## config.mk

```make
export PLATFORM = sky130hd
export DESIGN_NAME = irq_exc_ctrl
export DESIGN_NICKNAME = d
export VERILOG_FILES = /design/src/rtl/cpu_pkg.sv /design/src/rtl/irq_prio_enc.sv /design/src/rtl/irq_exc_ctrl.sv
export SDC_FILE = /design/constraint.sdc
export NUM_CORES = 1
export LEC_CHECK = 0
export BUFFER_PORTS_ARGS = -buffer_cell sky130_fd_sc_hd__buf_4
export CORE_MARGIN = 2
export CORE_UTILIZATION = 46
export CTS_BUF_LIST = sky130_fd_sc_hd__clkbuf_4 sky130_fd_sc_hd__clkbuf_8
export DETAILED_ROUTE_END_ITERATION = 8
export GPL_ROUTABILITY_DRIVEN = 1
export PLACE_DENSITY = 0.82
export SYNTH_ARGS = -nofsm -noshare
export SYNTH_HDL_FRONTEND = slang
export SYNTH_SLANG_ARGS = --single-unit
```

## constraint.sdc

```tcl
create_clock -name clk -period 2.45 [get_ports clk]
set_clock_uncertainty 0.1 [all_clocks]
set_input_delay 0.3675 -clock clk [delete_from_list [all_inputs] [get_ports clk]]
set_output_delay 0.3675 -clock clk [all_outputs]
set_load 0.03 [all_outputs]
```

## src/rtl/cpu_pkg.sv

```systemverilog
// Shared control-path definitions: handler state encoding, cause codes and default vectors.
package cpu_pkg;

    typedef enum logic [1:0] {
        ST_USER   = 2'd0,
        ST_KERNEL = 2'd1,
        ST_GUARD  = 2'd2
    } ctrl_state_e;

    localparam logic [7:0]  CAUSE_EXC      = 8'h80;
    localparam logic [7:0]  CAUSE_IRQ_BASE = 8'h00;
    localparam logic [31:0] VEC_IRQ_DFLT   = 32'h8000_0004;
    localparam logic [31:0] VEC_EXC_DFLT   = 32'h8000_0008;

    // Channel index is zero-extended into the 8-bit cause field.
    function automatic logic [7:0] irq_cause(input logic [3:0] idx);
        return CAUSE_IRQ_BASE + {4'h0, idx};
    endfunction

endpackage

```

## src/rtl/irq_prio_enc.sv

```systemverilog
// Lowest-index-wins priority encoder over N request lines.
module irq_prio_enc #(
    parameter int N = 4
) (
    input  logic [N-1:0] req,
    output logic         valid,
    output logic [3:0]   idx
);

    // Scan from the top down so the lowest set bit is the last to write idx.
    always_comb begin
        valid = |req;
        idx   = 4'd0;
        for (int i = N - 1; i >= 0; i--) begin
            if (req[i]) begin
                idx = 4'(i);
            end else begin
                idx = idx;
            end
        end
    end

endmodule

```

## src/rtl/irq_exc_ctrl.sv

```systemverilog
// Interrupt/exception controller: pending latches, mask, arbitration, same-cycle redirect,
// kernel/user tracking with an eret guard cycle.
module irq_exc_ctrl
    import cpu_pkg::*;
#(
    parameter int                 N_IRQ     = 4,
    parameter int                 ADDR_W    = 32,
    parameter logic [N_IRQ-1:0]   EDGE_TRIG = {N_IRQ{1'b1}},
    parameter logic [N_IRQ-1:0]   MASK_RST  = {N_IRQ{1'b1}},
    parameter logic [ADDR_W-1:0]  VEC_IRQ   = VEC_IRQ_DFLT,
    parameter logic [ADDR_W-1:0]  VEC_EXC   = VEC_EXC_DFLT
) (
    input  logic              clk,
    input  logic              reset,
    input  logic [N_IRQ-1:0]  irq_in,
    input  logic              exc_req,
    input  logic              eret,
    input  logic              instr_valid,
    input  logic [ADDR_W-1:0] pc_cur,
    input  logic              mask_we,
    input  logic [N_IRQ-1:0]  mask_wdata,
    output logic              take,
    output logic [ADDR_W-1:0] take_vec,
    output logic [ADDR_W-1:0] epc,
    output logic [7:0]        cause,
    output logic              kernel_mode,
    output logic              double_fault,
    output logic [N_IRQ-1:0]  pending
);

    ctrl_state_e       state_r;
    logic [N_IRQ-1:0]  sample_r;
    logic [N_IRQ-1:0]  edge_r;
    logic [N_IRQ-1:0]  mask_r;
    logic [ADDR_W-1:0] epc_r;
    logic [7:0]        cause_r;
    logic              kernel_r;
    logic              dfault_r;

    logic              irq_valid_s;
    logic [3:0]        irq_idx_s;
    logic              exc_take_s;
    logic              irq_take_s;
    logic [N_IRQ-1:0]  edge_set_s;
    logic [N_IRQ-1:0]  edge_clr_s;
    logic [7:0]        code_s;

    assign pending = (EDGE_TRIG & edge_r) | (~EDGE_TRIG & irq_in);

    irq_prio_enc #(.N(N_IRQ)) u_prio (
        .req   (pending & mask_r),
        .valid (irq_valid_s),
        .idx   (irq_idx_s)
    );

    // Arbitration: exceptions in any state, interrupts only in USER; reset forces no redirect.
    always_comb begin
        exc_take_s = reset & instr_valid & exc_req;
        irq_take_s = reset & instr_valid & ~exc_req & (state_r == ST_USER) & irq_valid_s;
        take       = exc_take_s | irq_take_s;
        edge_set_s = EDGE_TRIG & irq_in & ~sample_r;
        if (irq_take_s) begin
            edge_clr_s = N_IRQ'(1) << irq_idx_s;
        end else begin
            edge_clr_s = {N_IRQ{1'b0}};
        end
        if (exc_take_s) begin
            take_vec = VEC_EXC;
            code_s   = CAUSE_EXC;
        end else if (irq_take_s) begin
            take_vec = VEC_IRQ;
            code_s   = irq_cause(irq_idx_s);
        end else begin
            take_vec = {ADDR_W{1'b0}};
            code_s   = 8'h00;
        end
    end

    // Pending latches and mask; a new edge survives a same-cycle clear.
    always_ff @(posedge clk or negedge reset) begin
        if (!reset) begin
            sample_r <= {N_IRQ{1'b0}};
            edge_r   <= {N_IRQ{1'b0}};
            mask_r   <= MASK_RST;
        end else begin
            sample_r <= irq_in;
            edge_r   <= (edge_r & ~edge_clr_s) | edge_set_s;
            if (mask_we) begin
                mask_r <= mask_wdata;
            end else begin
                mask_r <= mask_r;
            end
        end
    end

    // Handler state machine with registered epc/cause/mode flags.
    always_ff @(posedge clk or negedge reset) begin
        if (!reset) begin
            state_r  <= ST_USER;
            epc_r    <= {ADDR_W{1'b0}};
            cause_r  <= 8'h00;
            kernel_r <= 1'b0;
            dfault_r <= 1'b0;
        end else if (take) begin
            if (state_r == ST_KERNEL) begin
                dfault_r <= 1'b1;
            end else begin
                epc_r    <= pc_cur;
                cause_r  <= code_s;
                state_r  <= ST_KERNEL;
                kernel_r <= 1'b1;
            end
        end else if (instr_valid) begin
            case (state_r)
                ST_KERNEL: begin
                    if (eret) begin
                        state_r  <= ST_GUARD;
                        kernel_r <= 1'b0;
                    end else begin
                        state_r  <= ST_KERNEL;
                    end
                end
                ST_GUARD: state_r <= ST_USER;
                ST_USER:  state_r <= ST_USER;
                default: begin
                    state_r  <= ST_USER;
                    kernel_r <= 1'b0;
                end
            endcase
        end else begin
            state_r <= state_r;
        end
    end

    assign epc          = epc_r;
    assign cause        = cause_r;
    assign kernel_mode  = kernel_r;
    assign double_fault = dfault_r;

endmodule

```

==> metrics.log <==
INFO  metric count_of_pins_over_their_slew_limit = 0
INFO  metric port_buffer_count = 90
INFO  metric syn_to_final_growth = 32.2%
INFO  metric clock_network_fraction_of_design_power = 15.4%
INFO  metric dp.cells = 333
INFO  metric worst_hold_path_type = in2reg
INFO  metric dp.final_hpwl = 3440 um
INFO  metric buffers_from_clock_root_to_sink_at_most = 2
INFO  metric syn-instance-count = 170
INFO  metric start_kind = flop
INFO  metric post_synth_fa_ha_maj_area_fraction = 0%
INFO  metric p_int = 0.00197 W
INFO  metric layout.filler_cells = 421
INFO  metric drv_cap = 0
INFO  metric floorplan.die.height = 75.5 um
INFO  metric synthSimpleGateAreaFrac = 4.36%
INFO  metric globalRoute.totalOverflow = 0
INFO  metric layout.nets = 318
INFO  metric grt_usage = 15.2%
INFO  metric share_comb_of_total_power = 45.4%
INFO  metric average_routed_wire_per_standard_cell = 13.5 um
INFO  metric floorplan.io_pins = 125
INFO  metric leakage = 1.66 nW
INFO  metric post_synth_mux_area_share = 21.7%
INFO  metric total_power = 0.00317 W
INFO  metric detail_route.first_pass.iterations = 4
INFO  metric critPathMostFrequentCell = sky130_fd_sc_hd__buf_4
INFO  metric count_of_unresolved_drc_violations_after_routing = 0
INFO  metric count_of_antenna_violating_nets_left_after_detailed_routing = 0
INFO  metric n_antenna_cell = 0
INFO  metric xor_and_xnor_area_share_after_synthesis = 0%
INFO  metric num_rows = 26
INFO  metric synth_area_in_compound_gates = 5.26%
INFO  metric worstSkewPairLatency = 0.29 ns
INFO  metric route.vias.total = 1534
INFO  metric cts_sinks = 51
INFO  metric grt_start_max_net_pins = 30
INFO  metric synth_sequential_area_ratio = 54.4%
INFO  metric worst_rel_slew_slack = 48.7%
INFO  metric net-switching-power = 0.00119 W
INFO  metric tritoncts = built
INFO  metric critical_path.n_buffers_inverters = 2
INFO  metric numCtsBuffers = 5
INFO  metric synth_area = 2350 um2
INFO  metric power_switching_share = 37.7%
INFO  metric worstSetupPathType = reg2out
INFO  metric setup_repair_after_global_routing_missed_its_margin = no
INFO  metric final_min_period_over_clock_period = 96.5%
INFO  metric power.share.sequential = 39.2%
INFO  metric synth_warnings = 0
INFO  metric setup_viol = 0
INFO  metric power_density = 1020 nW/um2
INFO  metric dieArea = 5700 um2
INFO  metric max-vdd-ir-drop = 0.476 mV
INFO  metric detail_route.wirelength = 4640 um
INFO  metric rr_worst_depth = 5
INFO  metric grt_pass1_vias = 1368
INFO  metric layout.cells.non_filler = 343
INFO  metric die_width = 75.5 um
INFO  metric critical-path-top-delay-family = simple AND/OR/NAND/NOR gates
INFO  metric gp_congestion = 0.761
INFO  metric drtIter0Drc = 42
INFO  metric core_region_area = 5010 um2
INFO  metric clock-root-buffer = sky130_fd_sc_hd__clkbuf_8
INFO  metric period_minus_slack = 2.36 ns
INFO  metric initial_core_util = 47.0%
INFO  metric worst_setup_hold_path_clk_slew = 0.09 ns
INFO  metric path_cells = or3_1 -> a311o_1 -> buf_4 -> nand2_1 -> buf_4
INFO  metric worst_path_largest_cell_delay = 0.42 ns
INFO  metric tightest_slew = 0.769 ns
INFO  metric least_setup_slack_across_all_paths_after_layout = 0.0862 ns
INFO  metric fin_setup_tns = 0 ns
INFO  metric drive_above_1_share = 54.9%
INFO  metric hold-path-cell-count = 1
INFO  metric clock_tree.htree_level_count = 2
INFO  metric dr_vias_cell = 4.47
INFO  metric endpoint_kind = primary output
INFO  metric initial_antenna_violation_count = 0
INFO  metric syn_area_per_cell = 13.8 um2
INFO  metric critical-path-slowest-cell = sky130_fd_sc_hd__dfrtp_1
INFO  metric arrival = 1.90 ns
INFO  metric synth_top_family_by_area = multiplexers
INFO  metric worstSetupPathDepth = 5
INFO  metric synthDistinctLibCells = 27
INFO  metric synth.ff_latch_count = 51
INFO  metric timing.final.hold_violations = 0
INFO  metric dp_worst_setup_slack = 0.0166 ns
INFO  metric grt_pass1_wl = 6400 um
INFO  metric status = finished clean
INFO  metric max_clock_freq = 423 MHz
INFO  metric worst_path_fanout_max = 5
INFO  metric cp.required = 1.98 ns
==> power by group through the flow <==
stage	registers, W	logic, W	clock network [W]
finish	0.00124	0.00144	0.000489
CTS	0.00125	0.00145	0.000508
global placement	0.00125	0.00142	0
global route	0.00127	0.00152	0.000532
floorplan	0.00169	0.000510	0
detailed placement	0.00125	0.00145	0
==> flip-flops by register name, summed over array words and instances (netlist names) <==
signal and flops:
cause 3, state_r 2, mask_r 4, epc 32
sample_r 4, kernel_mode 1, pending 4, double_fault 1
==> placed cells by master (no fill, tap or decap), drive strengths merged <==
cell type / count
a21o: 3
a21oi: 2
a221oi: 1
a22o: 4
a22oi: 1
a311o: 1
a32o: 2
and2: 1
buf: 99
clkbuf: 8
clkinv: 1
conb: 34
dfrtp: 47
dfstp: 4
dlygate4sd3: 1
inv: 6
mux2: 36
nand2: 6
nand2b: 1
nand3: 3
nand4: 2
nor2: 5
nor2b: 1
nor3: 1
o21ai: 2
or3: 1
==> repair_timing <==
action | in CTS | in global routing
hold buffers | 1 | 0
pin swaps | 1 | 1
setup endpoints to repair | 3 | 14
cloned | 0 | 1
gates resized for setup | 0 | 0
buffers inserted | 0 | 0
hold endpoints to repair | 27 | 0
==> synth_stat cells <==
library cell	number	area [um2]
sky130_fd_sc_hd__or3_1	1	6.26
sky130_fd_sc_hd__and2_1	1	6.26
sky130_fd_sc_hd__nor2b_1	1	6.26
sky130_fd_sc_hd__a22o_1	4	35.0
sky130_fd_sc_hd__mux2_2	8	90.1
sky130_fd_sc_hd__o21ai_0	2	10.0
sky130_fd_sc_hd__nand4_1	2	12.5
sky130_fd_sc_hd__a311o_1	1	10.0
sky130_fd_sc_hd__a221oi_1	1	8.76
sky130_fd_sc_hd__inv_1	6	22.5
sky130_fd_sc_hd__nor2_4	1	11.3
sky130_fd_sc_hd__a21o_1	3	22.5
sky130_fd_sc_hd__nor3_1	1	5.00
sky130_fd_sc_hd__nand3_1	3	15.0
sky130_fd_sc_hd__conb_1	1	3.75
sky130_fd_sc_hd__mux2_4	28	420
sky130_fd_sc_hd__nand2_1	6	22.5
sky130_fd_sc_hd__nand2b_1	1	6.26
sky130_fd_sc_hd__a32o_1	2	20.0
sky130_fd_sc_hd__clkinv_2	1	5.00
sky130_fd_sc_hd__a21oi_1	2	10.0
sky130_fd_sc_hd__buf_6	3	33.8
sky130_fd_sc_hd__buf_4	36	270
sky130_fd_sc_hd__dfrtp_1	47	1180
sky130_fd_sc_hd__a22oi_1	1	7.51
sky130_fd_sc_hd__dfstp_2	4	105
sky130_fd_sc_hd__nor2_1	3	11.3
==> final timing paths <==
kind / slack (ns) / startpoint / endpoint
max: 0.09 / state_r[0]$_DFFE_PN0P_ / take_vec[31]
min: 0.09 / irq_in[2] / sample_r[2]$_DFF_PN0_
max reg2reg: 0.27 / mask_r[3]$_DFFE_PN1P_ / epc[5]$_DFFE_PN0P_
min reg2reg: 0.38 / double_fault$_DFFE_PN0P_ / double_fault$_DFFE_PN0P_
max in group asynchronous: 1.35 / reset / mask_r[1]$_DFFE_PN1P_
min in group asynchronous: 0.56 / reset / state_r[0]$_DFFE_PN0P_
==> cells by family after synthesis <==
kind of cell / after synthesis
and+or+nand+nor: 20
AOI/OAI and AO/OA: 16
DFF: 51
muxes: 36
other: 1
buffers and inverters: 46
==> metal layers <==
layer | GRT usage, % | part of all wire, % | vias to the layer above
met1 | 19.2 | 41 | 763
met5 | 0 | 0 | -
li1 | - | - | 711
met2 | 25.8 | 53 | 56
met4 | 6.24 | 0.91 | 0
met3 | 2.78 | 4.7 | 4
==> layout make-up <==
type / count / area (um2) / share of cell area (%)
Clock buffer: 8 / 91.3 / 2.94
Inverter: 7 / 27.5 / 0.885
Multi-Input combinational cell: 107 / 871 / 28.0
Timing Repair Buffer: 100 / 753 / 24.2
Tap cell: 70 / 87.6 / 2.81
Sequential cell: 51 / 1280 / 41.2
==> stage by stage <==
stage	instance area [um2]	hold slack (ns)	util, %
2_1_floorplan	2480	-0.0281	-
3_3_place_gp	3000	0.290	60.0
3_5_place_dp	3000	0.292	60.0
4_1_cts	3110	0.0759	62.0
5_1_grt	3110	0.0740	62.1
6_report	3110	0.0874	62.1
(Power assumes the default switching activity.)
